**src/rtl/mem_lsu.sv**
```systemverilog
// ---------------------------------------------------------------------------
// mem_lsu -- multi-cycle load/store unit in front of a fixed-latency SRAM.
//
// Takes one request at a time over a valid/ready handshake and runs one
// SRAM access, with chip enable held for WAIT_CYCLES+1 cycles. The unit
// steers big-endian byte lanes, optionally sign-extends load data, and
// returns a response over a second valid/ready handshake. Illegal widths
// produce an error response, and so do misaligned offsets when the check is
// compiled in. In both cases SRAM is never touched.
//
// Build option:
//   MEM_ALIGN_CHECK_EN  defined   : misaligned offset -> error response
//                       undefined : offset rounded down to a multiple of
//                                   the width, access proceeds
//
// Ports:
//   clk, rst           clock, asynchronous active-high reset
//   req_valid/ready    request handshake
//   req_we             1 = store, 0 = load
//   req_addr           byte address
//   req_width          access size in bytes (1, 2, 4, 8)
//   req_signed         sign-extend load data
//   req_data           store data, right-justified
//   resp_valid/ready   response handshake
//   resp_data          load result, right-justified (0 for stores/errors)
//   resp_err           illegal width or misaligned access
//   mem_ce, mem_we     SRAM chip / write enable
//   mem_addr_o         word-aligned SRAM address
//   mem_sel_o          byte-lane enables, bit BYTES-1 = lane 0
//   mem_data_o         write data replicated across lanes
//   mem_data_i         SRAM read data
// ---------------------------------------------------------------------------
module mem_lsu #(
    parameter int ADDR_W      = 32,
    parameter int DATA_W      = 32,
    parameter int WAIT_CYCLES = 1
) (
    input  logic              clk,
    input  logic              rst,
    input  logic              req_valid,
    output logic              req_ready,
    input  logic              req_we,
    input  logic [ADDR_W-1:0] req_addr,
    input  logic [3:0]        req_width,
    input  logic              req_signed,
    input  logic [DATA_W-1:0] req_data,
    output logic              resp_valid,
    input  logic              resp_ready,
    output logic [DATA_W-1:0] resp_data,
    output logic              resp_err,
    output logic              mem_ce,
    output logic              mem_we,
    output logic [ADDR_W-1:0] mem_addr_o,
    output logic [DATA_W/8-1:0] mem_sel_o,
    output logic [DATA_W-1:0] mem_data_o,
    input  logic [DATA_W-1:0] mem_data_i
);

    localparam int unsigned BYTES = DATA_W / 8;
    localparam int unsigned OFS_W = $clog2(BYTES);

    typedef enum logic [1:0] {
        S_IDLE,
        S_ACCESS,
        S_RESP
    } state_t;

    // Byte-lane enables: w ones starting at lane ofs (lane 0 is the MSB bit).
    function automatic logic [BYTES-1:0] lane_sel(input int unsigned ofs,
                                                  input int unsigned w);
        logic [BYTES-1:0] ones;
        logic [BYTES-1:0] low;
        ones = '1;
        low  = ~(ones << w);
        return low << (BYTES - ofs - w);
    endfunction

    // Low w bytes of d copied into every w-byte group of the word.
    function automatic logic [DATA_W-1:0] replicate(input logic [DATA_W-1:0] d,
                                                    input int unsigned w);
        logic [DATA_W-1:0] ones;
        logic [DATA_W-1:0] piece;
        logic [DATA_W-1:0] rep;
        ones  = '1;
        piece = d & (ones >> (DATA_W - 8 * w));
        rep   = '0;
        for (int unsigned i = 0; i < BYTES; i++) begin
            // A group starting at lane i has its LSB byte in lane i+w-1.
            if ((i & (w - 1)) == 0)
                rep = rep | (piece << (8 * (BYTES - i - w)));
        end
        return rep;
    endfunction

    // Right-justify lanes ofs..ofs+w-1 and fill the rest with zero or sign.
    function automatic logic [DATA_W-1:0] extract(input logic [DATA_W-1:0] rd,
                                                  input int unsigned ofs,
                                                  input int unsigned w,
                                                  input logic sgn);
        logic [DATA_W-1:0] ones;
        logic [DATA_W-1:0] shl;
        logic [DATA_W-1:0] low;
        logic [DATA_W-1:0] val;
        ones = '1;
        shl  = rd << (8 * ofs);
        low  = ones >> (DATA_W - 8 * w);
        val  = shl >> (DATA_W - 8 * w);
        if (sgn && shl[DATA_W-1])
            val = val | ~low;
        return val;
    endfunction

    state_t            state_q;
    logic [3:0]        cnt_q;
    logic [OFS_W-1:0]  ofs_q;
    logic [3:0]        width_q;
    logic              signed_q;
    logic              we_q;

    logic              req_ready_q;
    logic              resp_valid_q;
    logic              resp_err_q;
    logic [DATA_W-1:0] resp_data_q;
    logic              mem_ce_q;
    logic              mem_we_q;
    logic [ADDR_W-1:0] mem_addr_q;
    logic [BYTES-1:0]  mem_sel_q;
    logic [DATA_W-1:0] mem_data_q;

    // Request decode
    logic              width_legal;
    logic              misaligned;
    logic              req_bad;
    logic [3:0]        width_m1;
    logic [OFS_W-1:0]  req_ofs;
    logic [OFS_W-1:0]  ofs_d;
    logic [ADDR_W-1:0] addr_aligned;

    always_comb begin
        width_legal = ((req_width == 4'd1) || (req_width == 4'd2) ||
                       (req_width == 4'd4) || (req_width == 4'd8)) &&
                      (32'(req_width) <= BYTES);
        width_m1     = req_width - 4'd1;
        req_ofs      = req_addr[OFS_W-1:0];
        misaligned   = (req_ofs & width_m1[OFS_W-1:0]) != '0;
        // Rounding down only matters when the alignment check is absent.
        ofs_d        = req_ofs & ~width_m1[OFS_W-1:0];
        addr_aligned = {req_addr[ADDR_W-1:OFS_W], {OFS_W{1'b0}}};
`ifdef MEM_ALIGN_CHECK_EN
        req_bad      = !width_legal || misaligned;
`else
        req_bad      = !width_legal;
`endif
    end

    always_ff @(posedge clk or posedge rst) begin
        if (rst) begin
            state_q      <= S_IDLE;
            cnt_q        <= '0;
            ofs_q        <= '0;
            width_q      <= '0;
            signed_q     <= 1'b0;
            we_q         <= 1'b0;
            req_ready_q  <= 1'b1;
            resp_valid_q <= 1'b0;
            resp_err_q   <= 1'b0;
            resp_data_q  <= '0;
            mem_ce_q     <= 1'b0;
            mem_we_q     <= 1'b0;
            mem_addr_q   <= '0;
            mem_sel_q    <= '0;
            mem_data_q   <= '0;
        end else begin
            unique case (state_q)
                S_IDLE: begin
                    if (req_valid) begin
                        req_ready_q <= 1'b0;
                        ofs_q       <= ofs_d;
                        width_q     <= req_width;
                        signed_q    <= req_signed;
                        we_q        <= req_we;
                        if (req_bad) begin
                            state_q      <= S_RESP;
                            resp_valid_q <= 1'b1;
                            resp_err_q   <= 1'b1;
                            resp_data_q  <= '0;
                        end else begin
                            state_q    <= S_ACCESS;
                            cnt_q      <= 4'(WAIT_CYCLES);
                            mem_ce_q   <= 1'b1;
                            mem_we_q   <= req_we;
                            mem_addr_q <= addr_aligned;
                            if (req_we) begin
                                mem_sel_q  <= lane_sel(32'(ofs_d), 32'(req_width));
                                mem_data_q <= replicate(req_data, 32'(req_width));
                            end else begin
                                mem_sel_q  <= '0;
                                mem_data_q <= '0;
                            end
                        end
                    end
                end

                S_ACCESS: begin
                    if (cnt_q == 4'd0) begin
                        state_q      <= S_RESP;
                        resp_valid_q <= 1'b1;
                        resp_err_q   <= 1'b0;
                        resp_data_q  <= we_q ? '0
                                             : extract(mem_data_i, 32'(ofs_q),
                                                       32'(width_q), signed_q);
                        mem_ce_q     <= 1'b0;
                        mem_we_q     <= 1'b0;
                        mem_addr_q   <= '0;
                        mem_sel_q    <= '0;
                        mem_data_q   <= '0;
                    end else begin
                        cnt_q <= cnt_q - 4'd1;
                    end
                end

                S_RESP: begin
                    if (resp_ready) begin
                        state_q      <= S_IDLE;
                        req_ready_q  <= 1'b1;
                        resp_valid_q <= 1'b0;
                        resp_err_q   <= 1'b0;
                        resp_data_q  <= '0;
                    end
                end

                default: begin
                    state_q     <= S_IDLE;
                    req_ready_q <= 1'b1;
                end
            endcase
        end
    end

    assign req_ready  = req_ready_q;
    assign resp_valid = resp_valid_q;
    assign resp_err   = resp_err_q;
    assign resp_data  = resp_data_q;
    assign mem_ce     = mem_ce_q;
    assign mem_we     = mem_we_q;
    assign mem_addr_o = mem_addr_q;
    assign mem_sel_o  = mem_sel_q;
    assign mem_data_o = mem_data_q;

endmodule

```
**config.mk**
```make
export PLATFORM = sky130hd
export DESIGN_NAME = mem_lsu
export DESIGN_NICKNAME = d
export VERILOG_FILES = /design/src/rtl/mem_lsu.sv
export SDC_FILE = /design/constraint.sdc
export NUM_CORES = 1
export LEC_CHECK = 0
export ABC_AREA = 0
export BUFFER_PORTS_ARGS = -buffer_cell sky130_fd_sc_hd__buf_2
export CELL_PAD_IN_SITES_DETAIL_PLACEMENT = 0
export CELL_PAD_IN_SITES_GLOBAL_PLACEMENT = 1
export CORE_MARGIN = 5
export CORE_UTILIZATION = 44
export CTS_BUF_LIST = sky130_fd_sc_hd__clkbuf_8
export DETAILED_ROUTE_END_ITERATION = 7
export GPL_TIMING_DRIVEN = 0
export HOLD_SLACK_MARGIN = 0.08
export PLACE_DENSITY_LB_ADDON = 0.15
export SYNTH_ARGS = -nofsm -noshare
export SYNTH_HDL_FRONTEND = slang
export SYNTH_SLANG_ARGS = --single-unit
```
**constraint.sdc**
```tcl
create_clock -name clk -period 9.8 [get_ports clk]
set_input_delay 1.96 -clock clk [delete_from_list [all_inputs] [get_ports clk]]
set_output_delay 1.96 -clock clk [all_outputs]
set_load 0.03 [all_outputs]
```
**Yosys cells after proc, flatten, opt, wreduce, memory -nomap -nowiden**

Index checks and enable logic that the tools add are counted.

- Shift-type cells: 10
- $lt $le $gt $ge: 1
- Bitwise gates (word level): 10
- Multiplexer cells: 60
- $add $sub $neg: 11
- Equal/unequal tests: 12
- Reductions and logical operators: 18

Operators by type and width:

| operator | count |
|---|---|
| two-way mux 32 bit | 27 |
| bitwise OR 32 bit | 4 |
| case mux 32 bit (2 select lines) | 2 |
| left shift 32 x 32 -> 32 bit | 4 |
| zero test 32 bit | 3 |
| case mux 32 bit (3 select lines) | 1 |
| right shift 32 x 32 -> 32 bit (first input constant) | 2 |
| AND 32 bit | 1 |
| inverter 32 bit | 1 |
| left shift 32 x 5 -> 32 bit | 1 |
| left shift 4 x 32 -> 4 bit | 1 |
| right shift 32 x 32 -> 32 bit | 1 |
| two-way mux 4 bit | 7 |
| case mux 4 bit (2 select lines) | 2 |
| subtractor 6 x 7 -> 8 bit (first input constant) | 2 |
| inequality test 2 bit (second input constant) | 6 |
| two-way mux 1 bit | 11 |
| subtractor 2 x 4 -> 5 bit (first input constant) | 2 |
| case mux 1 bit (3 select lines) | 3 |
| two-way mux 2 bit | 4 |
| AND reduction 4 bit | 2 |
| case mux 2 bit (3 select lines) | 1 |
| AND reduction 3 bit | 2 |
| subtractor 4 x 5 -> 6 bit | 1 |
| 26 further kinds | 31 |

- Register bits after elaboration: 119
- Output and inout port bits: 105

**Depth between registers and ports, before layout**

Gate-level depths: netlist of the first run.

- Depth in word-level cells: 26
- Depth in mapped cells: 13

**Worst setup path before layout of the first run**

No wires, ideal clock.

- Kind: input -> register
- Start point: input req_width[0]
- End point: register mem_sel_q[2] (netlist: mem_sel_o[2])
- Data required time: 9.717 ns
- Path slack: 5.200 ns
- Stages on the path: 13
- Arrival: 4.517 ns
- Library setup time: 0.083 ns
- Cell sequence: buf_2 > clkinv_1 > clkbuf_1 > ha_1 > buf_2 > nand2_1 > ha_1 > inv_1 > fa_1 > maj3_1 > nand3_1 > o21ai_0 > o21ai_0

- Word-level cells in the longest chain between the ends: 10
- Elaborated cells between the ends (all ways): 23

RTL lines:

| what | RTL line | source |
|---|---|---|
| from (decl) | 44 | `input logic [3:0] req_width,` |
| subtractor 2 x 1 -> 2 bit | 143 | `width_m1 = req_width - 4'd1;` |
| inverter 2 bit | 147 | `ofs_d = req_ofs & ~width_m1[OFS_W-1:0];` |
| AND 2 bit | 147 |  |
| subtractor 3 x 2 -> 4 bit | 75 | `return low << (BYTES - ofs - w);` |
| subtractor 4 x 5 -> 6 bit | 75 |  |
| left shift 4 x 32 -> 4 bit | 75 |  |
| two-way mux 4 bit | 193 | `if (req_we) begin` |
| two-way mux 4 bit | 182 | `if (req_bad) begin` |
| two-way mux 4 bit | 176 | `if (req_valid) begin` |
| case mux 4 bit (2 select lines) | 174 | `unique case (state_q)` |
| to (signal assigned) | 194 | `mem_sel_q <= lane_sel(32'(ofs_d), 32'(req_width));` |
| to (decl) | 127 | `logic [BYTES-1:0] mem_sel_q;` |

Parallel ways exist; a longest one is shown, timed or not. The select of a mux whose other input is x is not followed.
A chain may end at the register's enable or synchronous reset.

**Worst setup path in the final report of the first run**

Same ends and word-level chain as after synthesis.

==> results.yml, run 1 <==
grt:
  grt_pass1_wl_mm: 36.67
  grt-busiest-layer: "met2"
  gr-usage-met3: 0.05882
  grt_usage: 0.2458
  grt_pass1_vias: 6979
  grt_overflow: 0
  antenna_found_initial: 0
  grt_max_degree: 71
  grt.met2_usage: 0.3760
  use_met1: 0.3487
routing:
  firstDrtPassIters: 7
  wl_per_cell_um: 20.06
  first_iter_violations: 625
  drc: 0
  ant_nets: 0
  via_per_inst: 5.984
  dr_total_vias: 6906
  drt_wl_total_mm: 23.15
floorplanning:
  initial_utilization: 0.4474
  die_h_um: 136.9
  die_area_um2: 18730
  die_x_um: 136.9
  core_area_um2: 15830
  ios: 211
  rows: 46
clock_network:
  path_clk_slew_ns: 0.08
  clk_latency_ns: 0.45
  cts_buffer_depth: 2
  holdBufCountCts: 0
  post_cts.repair.setup_buffers: 0
  cts_tree: "yes"
  cts-htree-levels: 4
  clock-sinks: 117
  numCtsBuffers: 17
  cts_resized: 0
  root_buffer: "clkbuf_8"
final_layout:
  nets: 1049
  fillers: 1414
  postLayoutCellArea_um2: 8857
  antenna_cells: 0
  drive_gt1_frac: 0.3294
  area_delta_synth_final_pct: 25.09
setup_path:
  path_class: "primary input to register"
  worstPathArrival_ns: 5.23
  r2r_setup_slack_ns: 6.74
  cp-start-kind: "primary input"
  crit_required_ns: 10.16
  end_kind: "register"
  cp_max_fo: 11
sta:
  rsz0062_at_grt: "no"
  tightest_slew_ns: 0.9662
  hold_viol: 0
  period_share: 0.4972
  tns_ns: 0
  max_freq_mhz: 205.2
  final.setup_skew_ns: 0.01378
  final_max_slew_viol_count: 0
  fin_crit_ns: 4.873
  setup_viol: 0
  slew_headroom: 0.3475
logic_synthesis:
  yosysTopAreaCell: "dfrtp_1"
  ys.flop_type: "dfrtp_1"
  synth_cell_types: 71
  synth_cells: 696
  synth.avg_cell_area_um2: 10.17
  synth_edf_count: 0
  yosysWarnings: 0
  synth_seq_area_share: 0.4137
  ys_ff_latch: 117
  netlist_area_um2: 7081
  synthArstFlopShare: 1.000
  synthTopCellsByArea: "dfrtp_1 (41%), a22o_1 (7.9%), mux2i_1 (3.1%), ha_1 (3.0%), nand2_1 (2.9%)"
  synth.top_cell.area_share: 0.4100
placement:
  port_buffers: 208
  placed_cell_area_um2: 8428
  hpwl_mm: 17.67
  place_congestion: 0.9438
power_and_ir_drop:
  total_power_mw: 2.458
  p_leak_nw: 4.263
  power_density_nw_per_um2: 277.5
  ir_drop_v: 0.0001050
flow_run:
  max-cap-violations: 0
min_path:
  hp-class: "register to register"
status:
  status: "finished, final reports clean"
==> flip-flops by register name, summed over array words and instances, names as in the netlist, 2 cells and up <==
name / count
mem_sel_o: 4
resp_data: 32
mem_data_o: 32
mem_addr_o: 30
cnt_q: 4
state_q: 2
width_q: 4
ofs_q: 2
==> Yosys cell counts, types with 4 or more instances <==
cell type  count
a32o_1         9
a22oi_1       14
a311o_1        8
a21oi_1       28
mux2_2        13
buf_6          4
o31ai_1       10
nor2_1        24
a22o_2         4
nor2b_1       16
o21ai_1        5
or2_2          5
inv_1         18
clkbuf_1      28
nand3_1       16
dfrtp_1      116
o22ai_1       16
a221oi_1       4
nand2_1       54
o211ai_1       9
a211o_1        4
o221ai_1       7
a222oi_1       8
buf_4          4
a22o_1        64
mux4_2         5
a211oi_1       7
a221o_1       18
ha_1          17
a311oi_1       8
mux2i_1       22
nand2b_1      12
o21ai_0       34
buf_2         18
==> cells in the final DEF, fill, tap and decap left out, drive strengths merged, types with 5 or more instances in the layout <==
| cell type | count |
|---|---|
| a211oi | 12 |
| a21oi | 28 |
| a221o | 18 |
| a222oi | 8 |
| a22o | 68 |
| a22oi | 14 |
| a311o | 8 |
| a311oi | 8 |
| a32o | 9 |
| buf | 237 |
| clkbuf | 45 |
| clkinv | 7 |
| dfrtp | 116 |
| ha | 17 |
| inv | 24 |
| mux2 | 13 |
| mux2i | 22 |
| mux4 | 5 |
| nand2 | 55 |
| nand2b | 12 |
| nand3 | 16 |
| nor2 | 25 |
| nor2b | 16 |
| nor3 | 6 |
| o211ai | 9 |
| o21ai | 39 |
| o221ai | 7 |
| o22ai | 16 |
| o31ai | 10 |
| or2 | 5 |
==> logic make-up (layout without fill, tap and decap cells) <==
kind of cell / Yosys count / after routing / share of synthesized area
AOI/OAI and AO/OA: 278 / 278 / 0.3094
muxes: 40 / 40 / 0.06768
xor gates and xnor gates: 4 / 4 / 0.004949
adders and majority gates: 19 / 19 / 0.03428
other: 1 / 2 / 0.0005296
DFF: 117 / 117 / 0.4137
and+or+nand+nor: 161 / 161 / 0.1196
buffers and inverters: 76 / 317 / 0.04983
==> routing by layer <==
| metal | routed length [um] | vias up | share of wire |
|---|---|---|---|
| met5 | 0 | - | 0 |
| met4 | 291 | 0 | 0.013 |
| met3 | 1998 | 28 | 0.086 |
| met2 | 10530 | 322 | 0.45 |
| met1 | 10340 | 3365 | 0.45 |
| li1 | - | 3191 | - |
==> worst max-delay path: stages <==
cell,delay (ns)
buf_2,0.17
buf_2,0.25
clkinv_1,0.24
clkbuf_1,0.33
ha_1,0.36
buf_2,0.21
nand2_1,0.11
ha_1,0.32
inv_1,0.06
fa_1,0.52
maj3_1,0.37
nand3_1,0.08
o21ai_0,0.09
o21ai_0,0.17
==> path summary, 6_finish.rpt <==
path                                   startpoint                          to  cells past startpoint
max                                  req_width[0]    mem_sel_o[2]$_DFFE_PP0P_                     14
min                            mem_ce$_DFFE_PP0P_          mem_ce$_DFFE_PP0P_                      1
max reg2reg                width_q[0]$_DFFE_PP0P_   resp_data[26]$_DFFE_PP0P_                      8
min reg2reg                    mem_ce$_DFFE_PP0P_          mem_ce$_DFFE_PP0P_                      1
max in group asynchronous                     rst       req_ready$_DFFE_PP1P_                      3
min in group asynchronous                     rst  mem_addr_o[24]$_DFFE_PP0P_                      2
==> report_power, final <==
part	internal, mW	total (mW)	switching (mW)
Combinational	0.460	1.29	0.830
Clock	0.258	0.486	0.227
Sequential	0.606	0.683	0.0767
Total	1.32	2.46	1.13
==> metrics by stage <==
step,cells,hold slack (ns),utilization,setup WS [ns]
2_1_floorplan,697,0.4701,-,4.741
3_3_place_gp,1121,0.4562,0.5304,3.482
3_5_place_dp,1122,0.4692,0.5325,4.442
4_1_cts,1154,0.4874,0.5596,4.910
5_1_grt,1154,0.5103,0.5596,4.629
6_report,1154,0.4831,0.5596,4.927
==> layout make-up <==
| type | count | area [um^2] | area share |
|---|---|---|---|
| buffer | 56 | 277.8 | 0.03136 |
| clock buffer | 17 | 234.0 | 0.02642 |
| clock inverter | 15 | 195.2 | 0.02204 |
| inverter | 20 | 80.08 | 0.009041 |
| multi-input combinational | 504 | 3802 | 0.4293 |
| sequential | 117 | 2929 | 0.3307 |
| tap | 216 | 270.3 | 0.03051 |
| timing repair buffer | 209 | 1069 | 0.1206 |
No activity file was read; power rests on OpenSTA's default activity.
==> run 2, diff against run 1 <==
CORE_UTILIZATION = 41   (was 44)
clock period = 4.8 ns   (was 9.8 ns; I/O delays follow)
==> results.yml, run 2 (same netlist as run 1, synthesis figures left out) <==
status:
  status: "finished, final reports clean"
setup_path:
  worstPathArrival_ns: 4.37
  cp_max_fo: 11
  worst_r2r_startpoint: "width_q[0]$_DFFE_PP0P_"
  end_kind: "register"
  crit_required_ns: 5.18
  setup.worst_path.start: "req_width[0]"
  rr_endpoint: "resp_data[26]$_DFFE_PP0P_"
  endpoint: "mem_data_o[0]$_DFFE_PP0P_"
  path_class: "primary input to register"
  r2r_setup_slack_ns: 1.77
  cp-start-kind: "primary input"
  reg2regPathDepth: 8
power_and_ir_drop:
  sw_frac_of_total: 0.4737
  p_sw_mw: 2.339
  p_seq_frac: 0.283
  pwr-share-clk: 0.181
  p_leak_nw: 4.243
  power_density_nw_per_um2: 559.7
  intPower_mw: 2.599
  p_comb_frac: 0.536
  ir_drop_v: 0.0002588
clock_network:
  numCtsBuffers: 17
  path_clk_slew_ns: 0.08
  cts-htree-levels: 4
  post_cts.repair.setup_buffers: 0
  holdBufCountCts: 0
  root_buffer: "clkbuf_8"
  cts_buffer_depth: 2
  clk_latency_ns: 0.44
  cts_resized: 0
  cts_tree: "yes"
  clock-sinks: 117
flow_run:
  max-cap-violations: 0
sta:
  fin_crit_ns: 3.995
  hold_viol: 0
  setup_viol: 0
  tns_ns: 0
  final_max_slew_viol_count: 0
  final.setup_skew_ns: 0.01084
  max_freq_mhz: 250.3
  rsz0062_at_grt: "no"
  period_share: 0.8323
  slew_headroom: 0.2416
  tightest_slew_ns: 1.127
  whs_ns: 0.4781
routing:
  drc: 0
  drt_wl_total_mm: 23.62
  via_per_inst: 6.007
  first_iter_violations: 663
  ant_nets: 0
  dr_total_vias: 6986
  wl_per_cell_um: 20.31
  firstDrtPassIters: 7
floorplanning:
  initial_utilization: 0.4137
  rows: 48
  core_area_um2: 17120
  ios: 211
  die_h_um: 141.4
  die_area_um2: 20000
  die_x_um: 141.4
grt:
  grt_overflow: 0
  grt_pass1_vias: 7029
  grt_max_degree: 76
  grt_pass1_wl_mm: 37.12
  grt_usage: 0.2295
  antenna_found_initial: 0
placement:
  hpwl_mm: 18.11
  place_inst: 1131
  port_buffers: 208
  place_congestion: 0.9484
final_layout:
  antenna_cells: 0
  drive_gt1_frac: 0.3294
  final_common_cell: "buf_2"
  most-common-layout-cells: "buf_2 (226), dfrtp_1 (116), a22o_1 (64), nand2_1 (54), o21ai_0 (34)"
  area_delta_synth_final_pct: 24.60
  nets: 1049
  fin_cells: 1163
min_path:
  hp-class: "register to register"
## run 2: cell count changes in the layout (fill, tap and decap cells not counted), sizes merged
cell / previous run / this run
bufinv: 3 / 1
clkinv: 7 / 9
## run 2: worst min-delay path by stage
stage | start | to | depth (start not counted)
3_5_place_dp | mem_we$_DFFE_PP0P_ | mem_we$_DFFE_PP0P_ | 2
3_3_place_gp | mem_we$_DFFE_PP0P_ | mem_we$_DFFE_PP0P_ | 2
2_1_floorplan | we_q$_DFFE_PP0P_ | we_q$_DFFE_PP0P_ | 1
6_report | req_ready$_DFFE_PP1P_ | req_ready$_DFFE_PP1P_ | 2
4_1_cts | req_ready$_DFFE_PP1P_ | req_ready$_DFFE_PP1P_ | 2
5_1_grt | req_ready$_DFFE_PP1P_ | req_ready$_DFFE_PP1P_ | 2
## run 2: layout make-up
type	count	area, um^2
Buffer	56	277.8
Clock inverter	15	148.9
Inverter	20	80.08
Clock buffer	17	234.0
Multi-Input combinational cell	504	3802
Timing Repair Buffer	209	1069
Tap cell	225	281.5
Fill cell	1647	8294
Sequential cell	117	2929
## run 2: metrics by stage
stage	setup WS, ns	total power, mW	utilization	cell area, um^2
global placement	-0.5566	3.996	0.4912	8407
global route	0.6591	5.226	0.5154	8822
floorplan	0.7409	3.265	-	7084
CTS	0.9239	4.934	0.5154	8822
finish	0.8051	4.938	0.5154	8822
detailed placement	0.4431	4.031	0.4931	8439
## run 2: critical path, stage by stage
cell and delay [ns]:
buf_2 0.16, buf_2 0.25, clkinv_1 0.25, clkbuf_1 0.34, ha_1 0.28, buf_2 0.17
or2_2 0.34, a21oi_1 0.36, buf_2 0.32, nand2_1 0.08, a21oi_1 0.60, a22o_1 0.24
## run 2: routing by layer
metal	routed length, um	GRT usage	part of all wire	up-vias
met4	276	0.06414	0.012	0
met5	0	0	0	-
met3	1735	0.04516	0.073	19
met2	10450	0.3501	0.44	280
li1	-	-	-	3195
met1	11160	0.3341	0.47	3492
## run 2: power groups by stage
stage	combinational (mW)	clock [mW]	sequential, mW
after floorplan	1.49	0	1.78
after global placement	2.59	0	1.40
after detailed placement	2.62	0	1.41
after CTS	2.63	0.910	1.39
after global routing	2.84	0.956	1.43
final	2.65	0.896	1.40
==> run 3, diff against run 2 <==
clock period = 3.9 ns   (was 4.8 ns; I/O delays follow)
==> results.yml, run 3 (same netlist as run 1, synthesis figures left out) <==
final_layout:
  drive_gt1_frac: 0.3305
  final_common_cell: "buf_2"
  antenna_cells: 0
  area_delta_synth_final_pct: 24.62
  nets: 1049
  fin_cells: 1163
  most-common-layout-cells: "buf_2 (226), dfrtp_1 (116), a22o_1 (64), nand2_1 (54), o21ai_0 (34)"
  fillers: 1646
  fin_util: 0.5155
placement:
  place_inst: 1131
  place_congestion: 0.9484
  hpwl_mm: 18.11
  pre_cts_ws_ns: -0.2769
  port_buffers: 208
routing:
  wl_per_cell_um: 20.27
  drc: 0
  ant_nets: 0
  first_iter_violations: 670
  dr_total_vias: 6983
  drt_wl_total_mm: 23.57
  via_per_inst: 6.004
  firstDrtPassIters: 7
clock_network:
  cts_buffer_depth: 2
  holdBufCountCts: 0
  path_clk_slew_ns: 0.08
  cts_tree: "yes"
  clk_latency_ns: 0.44
  clock-sinks: 117
  post_cts.repair.setup_buffers: 0
  cts-htree-levels: 4
  root_buffer: "clkbuf_8"
  cts_resized: 0
  numCtsBuffers: 17
setup_path:
  worstPathArrival_ns: 4.09
  crit_required_ns: 4.28
  r2r_setup_slack_ns: 0.86
  reg2regPathDepth: 8
  rr_endpoint: "resp_data[26]$_DFFE_PP0P_"
  worst_r2r_startpoint: "width_q[0]$_DFFE_PP0P_"
  setup.worst_path.start: "req_width[0]"
  cp-start-kind: "primary input"
  cp_max_fo: 11
  path_class: "primary input to register"
  end_kind: "register"
sta:
  setup_viol: 0
  final.setup_skew_ns: 0.01085
  setup_ws_ns: 0.1873
  period_share: 0.9520
  final_max_slew_viol_count: 0
  tightest_slew_ns: 1.077
  slew_headroom: 0.2752
  fin_crit_ns: 3.713
  rsz0062_at_grt: "no"
  max_freq_mhz: 269.3
  hold_viol: 0
grt:
  antenna_found_initial: 0
  grt_pass1_wl_mm: 37.12
  grt_max_degree: 76
  grt_usage: 0.2295
  grt_overflow: 0
  grt_pass1_vias: 7029
power_and_ir_drop:
  total_power_mw: 6.075
  p_leak_nw: 4.246
  ir_drop_v: 0.0003185
  power_density_nw_per_um2: 688.5
floorplanning:
  die_area_um2: 20000
  rows: 48
  core_area_um2: 17120
  die_h_um: 141.4
  die_x_um: 141.4
  initial_utilization: 0.4137
  ios: 211
status:
  status: "finished, final reports clean"
flow_run:
  max-cap-violations: 0
min_path:
  hp-class: "primary input to async pin"
[run 3: changes by cell type in the layout (fill, tap and decap cells not counted)]
| cell | delta |
|---|---|
| clkbuf_2 | +1 |
| clkbuf_1 | -1 |
[run 3: cell type report]
| class | instances | area, um^2 | share of cell area |
|---|---|---|---|
| multi-input cells | 504 | 3802 | 0.4309 |
| flip-flops and latches | 117 | 2929 | 0.3320 |
| repair buffers | 209 | 1069 | 0.1211 |
| well taps | 225 | 281.5 | 0.03191 |
| plain buffers | 56 | 279.0 | 0.03162 |
| clock buffers | 17 | 234.0 | 0.02652 |
| clock inverters | 15 | 148.9 | 0.01687 |
| inverters | 20 | 80.08 | 0.009075 |
[run 3: how the worst max path moves through the flow]
| stage | endpoint | depth (start not counted) |
|---|---|---|
| floorplan | cnt_q[0]$_DFFE_PP0P_ | 1 |
| global placement | mem_data_o[22]$_DFFE_PP0P_ | 2 |
| detailed placement | mem_data_o[0]$_DFFE_PP0P_ | 12 |
| CTS | mem_data_o[0]$_DFFE_PP0P_ | 12 |
| global route | mem_sel_o[2]$_DFFE_PP0P_ | 14 |
| finish | mem_data_o[0]$_DFFE_PP0P_ | 12 |
[run 3: power breakdown]
part	internal (mW)	switching, mW
Sequential	1.52	0.195
Combinational	1.16	2.10
Clock	0.520	0.582
Total	3.20	2.88
[run 3: layer usage]
| metal | wire (um) | vias up | GRT usage |
|---|---|---|---|
| li1 | - | 3196 | - |
| met1 | 11100 | 3468 | 0.3341 |
| met2 | 10390 | 300 | 0.3501 |
| met3 | 1801 | 19 | 0.04516 |
| met4 | 280 | 0 | 0.06414 |
| met5 | 0 | - | 0 |
[run 3: through the flow]
stage                     TNS (ns)  hold WS [ns]  cell area, um^2
after floorplan                  0        0.4701             7084
after global placement     -149.34        0.4563             8407
after detailed placement    -4.640        0.4652             8439
after CTS                        0        0.3404             8822
after global routing             0        0.3656             8823
final                            0        0.3479             8823
[run 3: worst max-delay path, cell delays in order]
cell      delay [ns]
buf_2           0.16
buf_2           0.26
clkinv_1        0.26
clkbuf_2        0.29
ha_1            0.24
buf_2           0.17
or2_2           0.34
a21oi_1         0.36
buf_2           0.32
nand2_1         0.08
a21oi_1         0.60
a22o_1          0.24
